## config.mk

```make
export PLATFORM = sky130hd
export DESIGN_NAME = prog_loader
export DESIGN_NICKNAME = d
export VERILOG_FILES = /design/src/rtl/prog_loader_pkg.sv /design/src/rtl/prog_loader_cksum_acc.sv /design/src/rtl/prog_loader.sv
export SDC_FILE = /design/constraint.sdc
export NUM_CORES = 1
export LEC_CHECK = 0
export ABC_CLOCK_PERIOD_IN_PS = 9470
export CAP_MARGIN = 20
export CELL_PAD_IN_SITES_DETAIL_PLACEMENT = 1
export CELL_PAD_IN_SITES_GLOBAL_PLACEMENT = 2
export CORE_ASPECT_RATIO = 0.9
export CORE_MARGIN = 5
export CORE_UTILIZATION = 36
export CTS_CLUSTER_DIAMETER = 30
export DETAILED_ROUTE_END_ITERATION = 8
export PLACE_DENSITY = 0.95
export SLEW_MARGIN = 20
export SYNTH_ARGS = -nofsm -noshare
export SYNTH_HDL_FRONTEND = slang
export SYNTH_SLANG_ARGS = --single-unit
```

## constraint.sdc

```tcl
create_clock -name clk -period 9.47 [get_ports clk]
set_input_delay 0.947 -clock clk [delete_from_list [all_inputs] [get_ports clk]]
set_output_delay 0.947 -clock clk [all_outputs]
set_load 0.01 [all_outputs]
```

## src/rtl/prog_loader_pkg.sv

```systemverilog
// prog_loader_pkg
// Definitions shared by the program loader and the CPU it feeds: default
// instruction word / address widths and the loader state encoding.
package prog_loader_pkg;

  localparam int DATA_W_DEF = 16;
  localparam int ADDR_W_DEF = 5;

  typedef enum logic [2:0] {
    ST_IDLE  = 3'd0,
    ST_LOAD  = 3'd1,
    ST_CKSUM = 3'd2,
    ST_READ  = 3'd3,
    ST_CMP   = 3'd4,
    ST_DONE  = 3'd5,
    ST_ERROR = 3'd6
  } state_t;

endpackage

```

## src/rtl/prog_loader_cksum_acc.sv

```systemverilog
// cksum_acc
// Running sum modulo 2**DATA_W.
// Ports:
//   clk, reset   clock, async active-low reset
//   clr          synchronous clear (wins over en)
//   en           add din this cycle
//   din          word to accumulate
//   sum          registered sum
//   sum_next     value sum takes at the next edge
module cksum_acc
  import prog_loader_pkg::*;
#(
  parameter int DATA_W = DATA_W_DEF
) (
  input  logic              clk,
  input  logic              reset,
  input  logic              clr,
  input  logic              en,
  input  logic [DATA_W-1:0] din,
  output logic [DATA_W-1:0] sum,
  output logic [DATA_W-1:0] sum_next
);

  always_comb begin
    sum_next = sum;
    if (clr)
      sum_next = '0;
    else if (en)
      sum_next = sum + din;
  end

  always_ff @(posedge clk or negedge reset) begin
    if (!reset)
      sum <= '0;
    else
      sum <= sum_next;
  end

endmodule

```

## src/rtl/prog_loader.sv

```systemverilog
// prog_loader
// Downloads a program into instruction memory over a valid/ready stream,
// takes a trailing checksum word, reads the memory back and compares sums.
// The CPU is held in reset until the program has been verified.
// Ports:
//   clk, reset            clock, async active-low reset
//   start                 pulse: begin download (IDLE/DONE/ERROR only)
//   in_valid/in_ready     beat handshake; in_data word, in_last final word
//   mem_we/addr/wdata     instruction memory write port (addr also reads)
//   mem_rdata             read data, one cycle after mem_addr
//   cpu_hold              keeps the CPU in reset
//   done / err            verified / failed
//   word_count            words loaded
//
// state | meaning
// IDLE  | waiting for start, CPU held
// LOAD  | accepting instruction beats, writing memory
// CKSUM | accepting the expected checksum word
// READ  | reading memory back, one address per cycle
// CMP   | last read data arrives; sums compared
// DONE  | program verified, CPU released
// ERROR | overflow or checksum mismatch, CPU held
module prog_loader
  import prog_loader_pkg::*;
#(
  parameter int DATA_W = DATA_W_DEF,
  parameter int ADDR_W = ADDR_W_DEF
) (
  input  logic              clk,
  input  logic              reset,
  input  logic              start,
  input  logic              in_valid,
  output logic              in_ready,
  input  logic [DATA_W-1:0] in_data,
  input  logic              in_last,
  output logic              mem_we,
  output logic [ADDR_W-1:0] mem_addr,
  output logic [DATA_W-1:0] mem_wdata,
  input  logic [DATA_W-1:0] mem_rdata,
  output logic              cpu_hold,
  output logic              done,
  output logic              err,
  output logic [ADDR_W:0]   word_count
);

  state_t            state, state_next;
  logic [ADDR_W-1:0] addr, addr_next;
  logic [ADDR_W:0]   wc_next;
  logic [DATA_W-1:0] exp_sum, exp_next;
  logic              rd_pending, rd_pending_next;
  logic              acc_clr, wr_acc_en;
  logic [DATA_W-1:0] wr_sum, wr_sum_next;
  logic [DATA_W-1:0] rd_sum, rd_sum_next;

  cksum_acc #(.DATA_W(DATA_W)) u_wr_acc (
    .clk      (clk),
    .reset    (reset),
    .clr      (acc_clr),
    .en       (wr_acc_en),
    .din      (in_data),
    .sum      (wr_sum),
    .sum_next (wr_sum_next)
  );

  // Read data lags the address by one cycle, hence the delayed enable.
  cksum_acc #(.DATA_W(DATA_W)) u_rd_acc (
    .clk      (clk),
    .reset    (reset),
    .clr      (acc_clr),
    .en       (rd_pending),
    .din      (mem_rdata),
    .sum      (rd_sum),
    .sum_next (rd_sum_next)
  );

  always_ff @(posedge clk or negedge reset) begin
    if (!reset) begin
      state      <= ST_IDLE;
      addr       <= '0;
      word_count <= '0;
      exp_sum    <= '0;
      rd_pending <= 1'b0;
    end else begin
      state      <= state_next;
      addr       <= addr_next;
      word_count <= wc_next;
      exp_sum    <= exp_next;
      rd_pending <= rd_pending_next;
    end
  end

  always_comb begin
    state_next      = state;
    addr_next       = addr;
    wc_next         = word_count;
    exp_next        = exp_sum;
    rd_pending_next = 1'b0;
    acc_clr         = 1'b0;
    wr_acc_en       = 1'b0;
    mem_we          = 1'b0;
    mem_addr        = addr;
    mem_wdata       = in_data;

    case (state)
      ST_IDLE, ST_DONE, ST_ERROR: begin
        if (start) begin
          state_next = ST_LOAD;
          addr_next  = '0;
          wc_next    = '0;
          exp_next   = '0;
          acc_clr    = 1'b1;
        end
      end
      ST_LOAD: begin
        if (in_valid) begin
          mem_we    = 1'b1;
          wr_acc_en = 1'b1;
          addr_next = addr + 1'b1;
          wc_next   = word_count + 1'b1;
          if (in_last)
            state_next = ST_CKSUM;
          else if (&addr)
            state_next = ST_ERROR;  // memory full and more words coming
        end
      end
      ST_CKSUM: begin
        if (in_valid) begin
          exp_next   = in_data;
          addr_next  = '0;
          state_next = ST_READ;
        end
      end
      ST_READ: begin
        rd_pending_next = 1'b1;
        addr_next       = addr + 1'b1;
        if ({1'b0, addr} == word_count - 1'b1)
          state_next = ST_CMP;
      end
      ST_CMP: begin
        // rd_sum_next already includes the final read word. Matching the
        // write-side sum as well catches memory that stored a bad word.
        if (rd_sum_next == exp_sum && rd_sum_next == wr_sum)
          state_next = ST_DONE;
        else
          state_next = ST_ERROR;
      end
      default: state_next = ST_IDLE;
    endcase
  end

  assign in_ready = (state == ST_LOAD) || (state == ST_CKSUM);
  assign done     = (state == ST_DONE);
  assign err      = (state == ST_ERROR);
  assign cpu_hold = (state != ST_DONE);

endmodule

```

==> flow_summary_export.csv, run 1 <==
group,metric,value,unit
worst_setup_path,critPathLaunchType,"input port",
hold_path,holdPathStages,2,
synth,synthesis.area,0.00502,mm²
finish,final_util,43.4,%
pwr,ir_drop,0.0986,mV
die,dieArea,0.0164,mm²
die,core.rowCount,41,
detailed_routing,ant_nets,0,
pwr,swShare,45.4,%
die,core,0.0139,mm²
synth,synth_edf_count,0,
die,die_y,122,µm
detailed_routing,num_vias,4590,
cts,clk-insertion-delay-late,0.34,ns
placement,port-buffer-count,68,
cts,cts_root_buffer,"clkbuf_16",
cts,ctsHtreeMaxLevel,3,
worst_setup_path,r2r_start,"u_rd_acc.sum[0]",
synth,postSynthAreaPerCell,8.38,µm²
grt,grt_pass1_wl,25000,µm
timing,tightest_slew,1.07,ns
worst_setup_path,critPathKind,"input port to primary output",
grt,grt_max_degree,64,
timing,post-route-min-period,4.45,ns
pwr,leakage,2.61,nW
grt,gr-total-overflow,0,
synth,syn_inst,599,
worst_setup_path,crit_start,"in_valid",
pwr,pwr-share-comb,56.3,%
timing,timing.fmax,225,MHz
worst_setup_path,end_kind,"primary output",
synth,ys.flop_type,"dfrtp_1",
finish,area_growth,19.7,%
timing,fin_tns_setup,0,ns
finish,n_antenna_cell,0,
timing,rsz0062_at_grt,"false",
hold_path,hold_start,"exp_sum[0]",
worst_setup_path,arrival,3.50,ns
finish,final_cell_mix,"80 x nand2_1, 67 x clkdlybuf4s50_1, 63 x dfrtp_1, 56 x nor2_1, 44 x o21ai_0",
finish,fin_nets,716,
cts,cts_resized,0,
grt,antenna_found_initial,0,
detailed_routing,post_drt_wl_per_cell,18.3,µm
detailed_routing,drc,0,
status,status,"completed",
cts,clk_pin_slew,0.06,ns
timing,fin_ws,5.02,ns
synth,synth_cell_types,79,
detailed_routing,viasPerCell,5.60,
timing,final-hold-violation-count,0,
synth,synth-seq-area-share,31.4,%
hold_path,holdPathEnd,"exp_sum[0]",
timing,relSlewSlack,28.5,%
detailed_routing,wl,15000,µm
pwr,switchingPower,0.839,mW
synth,yosysWarnings,0,
cts,post_cts_buffers,0,
run,drv_cap,0,
grt,grt_pass1_vias,4913,
cts,clk_path_buf_depth,2,
synth,ys_ff_latch,63,
detailed_routing,dr.pass1.iters,4,
worst_setup_path,reg2reg_slack,5.73,ns
finish,drive_above_1_share,7.26,%
synth,async_reset_ff_share,100,%
worst_setup_path,timing.rr.end,"state[1]",
pwr,pwr-share-seq,25.5,%
worst_setup_path,reg2reg_depth,11,
placement,place_ws,4.74,ns
grt,track_usage,18.9,%
cts,cts_hold_buffers,0,
placement,dpl.hpwl,11200,µm
placement,gp_congestion,0.849,
pwr,clkPwrFrac,18.2,%
timing,finClkSkew,0.00672,ns
timing,slew_viol_final,0,
cts,cts_buffers,9,
pwr,p_per_area,308,mW/mm²
die,io_pins,69,
die,die_x,135,µm
worst_setup_path,critPathMaxFanout,26,
cts,clock_sinks,63,
synth,syn_nets,672,
pwr,intPower,1.01,mW
worst_setup_path,worst_ep_required_time,8.52,ns
detailed_routing,drt_iter0_markers,182,
timing,setup_violations,0,
hold_path,hp-class,"register to register",
die,start_util,36.3,%
finish,layout_commonest_cell,"nand2_1",
cts,cts_tree,"yes",
timing,timing.final.crit_share,47.0,%
-- power groups by stage --
stage                     clock network [mW]  registers [mW]  logic (mW)
after global placement                     0           0.465       0.983
after detailed placement                   0           0.474        1.03
after floorplan                            0           0.425       0.797
final                                  0.337           0.472        1.04
after global routing                   0.354           0.486        1.16
after CTS                              0.342           0.470        1.05
-- cells by family (layout without fill, tap and decap cells) --
| group | count (synthesis) | after routing | share of synthesized area, % |
|---|---|---|---|
| AOI/OAI and AO/OA | 157 | 157 | 21.0 |
| xor gates and xnor gates | 31 | 31 | 5.78 |
| adders and majority gates | 36 | 36 | 9.27 |
| buffers and inverters | 63 | 111 | 6.53 |
| DFF | 63 | 63 | 31.4 |
| muxes | 19 | 19 | 3.86 |
| and+or+nand+nor | 230 | 230 | 22.2 |
-- worst max-delay path: stages --
cell and delay, ns:
clkdlybuf4s50_1 0.54, nand3b_1 0.71, inv_1 0.67, clkdlybuf4s50_1 0.64
-- worst max path at each step --
stage,endpoint,slack (ns)
after global routing,state[1],4.70
after detailed placement,state[1],4.74
after CTS,mem_we,4.96
after global placement,state[1],4.88
after floorplan,state[1],5.60
final,mem_we,5.02
-- synthesized netlist by cell type, drive strengths merged (4+ instances only) --
library cell	count	area, µm²
nor3	11	55.1
nand2b	5	31.3
nor3b	4	30.0
inv	24	90.1
xor2	16	140
a21oi	31	159
mux2i	16	160
nand3b	9	67.6
buf	24	178
a211oi	10	85.1
a2111oi	5	68.8
xnor2	15	150
nand3	16	80.1
and2	11	70.1
nand2	80	300
nand4	9	56.3
clkbuf	15	60.1
o21ai	54	278
a21o	8	60.1
a31oi	7	43.8
or3	5	31.3
dfrtp	63	1580
nor2b	4	25.0
o21a	4	30.0
or2	5	31.3
o31ai	5	37.5
nor2	56	210
ha	34	425
-- metal layers --
metal | vias to the layer above | global-route usage (%) | wire length, µm
met5 | - | 0 | 0
met4 | 0 | 7.25 | 308
met3 | 25 | 2.44 | 531
met2 | 84 | 31.4 | 7020
met1 | 2249 | 25.3 | 7100
li1 | 2232 | - | -
-- area by class of cell --
type / instances / area [µm²]
Fill cell: 1651 / 7840
Clock inverter: 4 / 45.0
Inverter: 24 / 90.1
Timing Repair Buffer: 72 / 706
Tap cell: 172 / 215
Sequential cell: 63 / 1580
Multi-Input combinational cell: 473 / 3130
Clock buffer: 11 / 253
-- metrics by stage --
stage | total power [mW] | area [µm²] | hold slack [ns] | instances
final | 1.85 | 6010 | 0.504 | 819
after CTS | 1.86 | 6010 | 0.505 | 819
after detailed placement | 1.51 | 5710 | 0.493 | 804
after global placement | 1.45 | 5710 | 0.479 | 804
after floorplan | 1.22 | 5020 | 0.464 | 599
after global routing | 2.00 | 6010 | 0.535 | 819
-- flip-flops by register name (all words and copies together), names as in the netlist --
signal,cells
rd_pending,1
word_count,6
u_rd_acc.sum,16
exp_sum,16
state,3
u_wr_acc.sum,16
mem_addr,5
Note: power is estimated with default switching activity, not from simulation.
==> run 2, diff against run 1 <==
ABC_CLOCK_PERIOD_IN_PS = 4400   (was 9470)
CORE_UTILIZATION = 34   (was 36)
PLACE_DENSITY = 0.93   (was 0.95)
clock period = 4.4 ns   (was 9.47 ns; I/O delays follow)
==> flow_summary_export.csv, run 2 (synthesis gave the netlist of run 1 again) <==
group,metric,value,unit
grt,antenna_found_initial,0,
detailed_routing,post_drt_wl_per_cell,18.0,µm
detailed_routing,num_vias,4604,
die,io_pins,69,
timing,slew_viol_final,0,
timing,whs,0.107,ns
cts,cts_root_buffer,"clkbuf_16",
status,status,"completed",
worst_setup_path,arrival,4.08,ns
worst_setup_path,critPathMaxFanout,3,
cts,cts_hold_buffers,0,
cts,ctsHtreeMaxLevel,3,
grt,grt_max_degree,41,
finish,layout_commonest_cell,"nand2_1",
timing,relSlewSlack,40.2,%
finish,finalNonFillerCells,849,
detailed_routing,viasPerCell,5.42,
grt,gr-total-overflow,0,
worst_setup_path,reg2reg_slack,0.66,ns
cts,cts_tree,"yes",
finish,drive_above_1_share,7.53,%
placement,place_inst,833,
worst_setup_path,critPathKind,"input port to register",
die,die_x,138,µm
die,core.rowCount,42,
worst_setup_path,cp_top_family,"compound AO/OA/AOI/OAI gates",
detailed_routing,drc,0,
die,die_y,125,µm
placement,dpl.hpwl,11600,µm
timing,tightest_slew,0.897,ns
finish,n_antenna_cell,0,
cts,cts_buffers,9,
die,core,0.0146,mm²
finish,area_growth,20.7,%
placement,placed_cell_area,0.00577,mm²
die,dieArea,0.0173,mm²
worst_setup_path,end_kind,"register",
detailed_routing,drt_iter0_markers,185,
timing,timing.final.crit_share,88.0,%
detailed_routing,wl,15200,µm
pwr,ir_drop,0.211,mV
pwr,leakage,2.62,nW
worst_setup_path,crit_top_cell,"a2111oi_0",
hold_path,hp-class,"input port to asynchronous set/reset pin",
grt,grt_pass1_wl,25600,µm
cts,cts_resized,0,
timing,rsz0062_at_grt,"false",
grt,track_usage,18.0,%
detailed_routing,dr.pass1.iters,4,
timing,timing.fmax,258,MHz
finish,final_cell_mix,"80 x nand2_1, 67 x clkdlybuf4s50_1, 63 x dfrtp_1, 56 x nor2_1, 44 x o21ai_0",
run,drv_cap,0,
cts,clk_pin_slew,0.05,ns
timing,final-hold-violation-count,0,
timing,fin_tns_setup,0,ns
timing,setup_violations,0,
worst_setup_path,slowest_delay,0.55,ns
worst_setup_path,worst_ep_required_time,4.61,ns
finish,reg.largest.list,"exp_sum: 16 flops, u_rd_acc.sum: 16 flops, u_wr_acc.sum: 16 flops",
detailed_routing,ant_nets,0,
timing,post-route-min-period,3.87,ns
cts,post_cts_buffers,0,
worst_setup_path,cp_cell_sequence,"clkdlybuf4s50_1 > ha_1 > fa_1 > a211oi_2 > o211ai_1 > a2111oi_0 > nor2_1 > a21oi_1 > mux2i_1 > or4_1 > a2111oi_0 > o21ai_1",
worst_setup_path,worst_path_max_delay_cell,"or4_1",
grt,grt_pass1_vias,4975,
cts,clk_path_buf_depth,2,
worst_setup_path,path_buf_inv,1,
worst_setup_path,reg2reg_depth,11,
finish,fin_nets,719,
pwr,p_per_area,660,mW/mm²
worst_setup_path,critPathLaunchType,"input port",
timing,finClkSkew,0.00415,ns
cts,clk-insertion-delay-late,0.33,ns
die,start_util,34.4,%
worst_setup_path,cp.depth,12,
placement,gp_congestion,0.855,
finish,stdcell_area,0.00606,mm²
cts,clock_sinks,63,
placement,port-buffer-count,68,
-- run 2: cell types whose count changed in the layout (fill, tap and decap cells not counted) --
cell / delta
buf_4: +3
clkbuf_1: +2
clkbuf_8: -1
-- run 2: final timing paths --
kind / to / startpoint
worst min-delay path: word_count[5] / reset
max in group asynchronous: u_rd_acc.sum[3] / reset
worst max register to register: state[1] / u_rd_acc.sum[0]
worst max-delay path: state[1] / mem_rdata[0]
min in group clk: exp_sum[5] / exp_sum[5]
worst min register to register: exp_sum[5] / exp_sum[5]
-- run 2: cell type report --
class / instances / area, µm²
clock buffer: 12 / 246
clock inverter: 4 / 45.0
fill: 1779 / 8550
inverter: 24 / 90.1
multi-input combinational: 473 / 3130
sequential: 63 / 1580
tap: 198 / 248
timing repair buffer: 75 / 728
-- run 2: power by group --
part | switching, mW | internal, mW
Sequential | 0.276 | 0.770
Clock | 0.259 | 0.451
Combinational | 1.29 | 0.955
-- run 2: per-layer routing --
layer  vias up  track usage [%]  routed length, µm
met2        80             30.5               7280
met5         -                0                  0
li1       2225                -                  -
met3        21             3.51                556
met1      2278             23.4               7160
met4         0             5.46                257
-- run 2: per-stage QoR --
| stage | util, % | total power [mW] | setup WS, ns |
|---|---|---|---|
| final | 41.5 | 4.00 | 0.526 |
| after global routing | 41.5 | 4.34 | 0.281 |
| after CTS | 41.5 | 4.03 | 0.501 |
| after detailed placement | 39.5 | 3.27 | 0.155 |
| after global placement | 39.5 | 3.15 | 0.323 |
| after floorplan | - | 2.63 | 1.04 |
==> run 3, diff against run 2 <==
CORE_MARGIN = unset   (was 5)
SYNTH_HIERARCHICAL = 1   (was unset)
==> flow_summary_export.csv, run 3 <==
group,metric,value,unit
status,status,"completed",
synth,ys.flop_type,"dfrtp_1",
synth,synth_cell_types,62,
synth,synth-seq-area-share,30.9,%
synth,netlist.area_leader.share,30.9,%
worst_setup_path,cp_top_family,"compound AO/OA/AOI/OAI gates",
placement,gp_congestion,0.871,
worst_setup_path,path_buf_inv,1,
cts,clk_pin_slew,0.06,ns
finish,fin_nets,716,
die,core.rowCount,42,
cts,cts_hold_buffers,0,
timing,relSlewSlack,30.7,%
grt,gr-total-overflow,0,
finish,final_util,42.1,%
pwr,ir_drop,0.231,mV
timing,rsz0062_at_grt,"false",
synth,syn_inst,603,
synth,post-synth-top-count-cell,"dfrtp_1",
cts,clock_sinks,63,
worst_setup_path,cp_cell_sequence,"inv_1 > nor2_1 > nand2_1 > a21boi_4 > nor2_1 > a221o_1 > or3_1 > a2111oi_0 > a311o_1 > a21oi_1 > o21bai_1",
die,die_y,118,µm
timing,final-hold-violation-count,0,
detailed_routing,ant_nets,0,
synth,postSynthAreaPerCell,8.45,µm²
grt,grt_pass1_vias,4921,
cts,post_cts_buffers,0,
timing,tightest_slew,1.04,ns
detailed_routing,drc,0,
grt,grt_max_degree,40,
cts,cts_tree,"yes",
synth,synth_edf_count,0,
timing,slew_viol_final,0,
finish,final_cell_mix,"67 x clkdlybuf4s50_1, 63 x dfrtp_1, 59 x nor2_1, 46 x nand2_1, 43 x o21ai_0",
timing,fin_tns_setup,0,ns
finish,drive_above_1_share,6.48,%
timing,finClkSkew,0.00726,ns
timing,timing.fmax,250,MHz
cts,cts_resized,0,
finish,reg.largest.list,"exp_sum: 16 flops, u_rd_acc/sum: 16 flops, u_wr_acc/sum: 16 flops",
finish,n_antenna_cell,0,
synth,syn_nets,676,
die,dieArea,0.0155,mm²
worst_setup_path,end_kind,"register",
worst_setup_path,crit_top_cell,"nor2_1",
hold_path,hp-class,"input port to asynchronous set/reset pin",
placement,place_inst,830,
worst_setup_path,reg2reg_depth,11,
detailed_routing,post_drt_wl_per_cell,18.6,µm
run,drv_cap,0,
die,io_pins,69,
finish,layout_commonest_cell,"clkdlybuf4s50_1",
worst_setup_path,reg2reg_slack,0.41,ns
cts,ctsHtreeMaxLevel,3,
cts,clk-insertion-delay-late,0.34,ns
placement,dpl.hpwl,11900,µm
cts,cts_root_buffer,"clkbuf_16",
placement,port-buffer-count,68,
detailed_routing,num_vias,4720,
timing,post-route-min-period,3.99,ns
grt,grt_pass1_wl,25700,µm
worst_setup_path,worst_path_max_delay_cell,"dfrtp_1",
cts,cts_buffers,9,
pwr,finalPower,4.62,mW
pwr,leakage,2.55,nW
timing,setup_violations,0,
worst_setup_path,critPathMaxFanout,16,
worst_setup_path,critPathLaunchType,"register",
synth,yosys-top-cells-area,"dfrtp_1 31%, ha_1 8.3%, xnor2_1 6.0%",
synth,synth_area_leader_cell,"dfrtp_1",
grt,antenna_found_initial,0,
synth,synthesis.area,0.00510,mm²
finish,finalNonFillerCells,846,
grt,track_usage,21.2,%
detailed_routing,wl,15700,µm
worst_setup_path,slowest_delay,0.63,ns
detailed_routing,viasPerCell,5.58,
synth,ys_ff_latch,63,
pwr,p_per_area,750,mW/mm²
detailed_routing,dr.pass1.iters,5,
die,die_x,131,µm
die,core,0.0147,mm²
worst_setup_path,timing.rr.end,"state[1]",
detailed_routing,drt_iter0_markers,240,
worst_setup_path,cp.depth,11,
synth,async_reset_ff_share,100,%
finish,area_growth,21.0,%
synth,yosysWarnings,6,
synth,synthTopCellsByCount,"63 x dfrtp_1, 59 x nor2_1, 46 x nand2_1, 43 x o21ai_0, 39 x a21oi_1",
worst_setup_path,r2r_start,"state[0]",
worst_setup_path,arrival,4.21,ns
die,start_util,34.8,%
cts,clk_path_buf_depth,2,
timing,whs,0.236,ns
timing,timing.final.crit_share,90.8,%
worst_setup_path,critPathKind,"register to register",
worst_setup_path,worst_ep_required_time,4.62,ns
run 3: how the worst max path moves through the flow:
stage | from | end
final | state[0] | state[1]
after CTS | state[0] | state[1]
after floorplan | state[0] | state[1]
after global placement | mem_rdata[0] | state[1]
after global routing | state[0] | state[1]
after detailed placement | mem_rdata[6] | state[1]
run 3: cell families after synthesis:
kind of cell | count (synthesis) | synth area share, %
xor+xnor | 46 | 7.91
fa+ha+maj | 37 | 9.33
flops | 63 | 30.9
compound gates | 164 | 21.9
mux | 12 | 2.36
simple gates | 205 | 20.5
buf+inv | 76 | 7.17
run 3: worst reg2reg max path: cells and delay by family (launching register included):
| kind | cells | cell delay (ns) |
|---|---|---|
| simple gates | 4 | 0.98 |
| flops | 1 | 0.63 |
| compound gates | 6 | 2.07 |
| buf+inv | 1 | 0.20 |
run 3: final cells by class:
type / count / area (µm²)
Clock buffer: 9 / 225
Inverter: 30 / 113
Tap cell: 198 / 248
Fill cell: 1690 / 8490
Multi-Input combinational cell: 464 / 3180
Timing Repair Buffer: 75 / 728
Clock inverter: 7 / 97.6
Sequential cell: 63 / 1580
run 3: layer usage:
layer	up-vias	track usage [%]	wire length, µm
met5	-	0	0
li1	2256	-	-
met1	2355	28.5	7230
met4	0	7.18	326
met3	23	1.72	505
met2	86	35.7	7650
run 3: power by group:
part	internal [mW]	switching, mW
sequential	0.815	0.293
clock	0.497	0.287
combinational	1.15	1.59
run 3: per-stage QoR:
step / area (µm²) / worst slack (ns)
floorplan: 5100 / 1.03
global placement: 5840 / 0.387
detailed placement: 5840 / 0.291
CTS: 6160 / 0.477
global route: 6170 / 0.252
finish: 6170 / 0.407
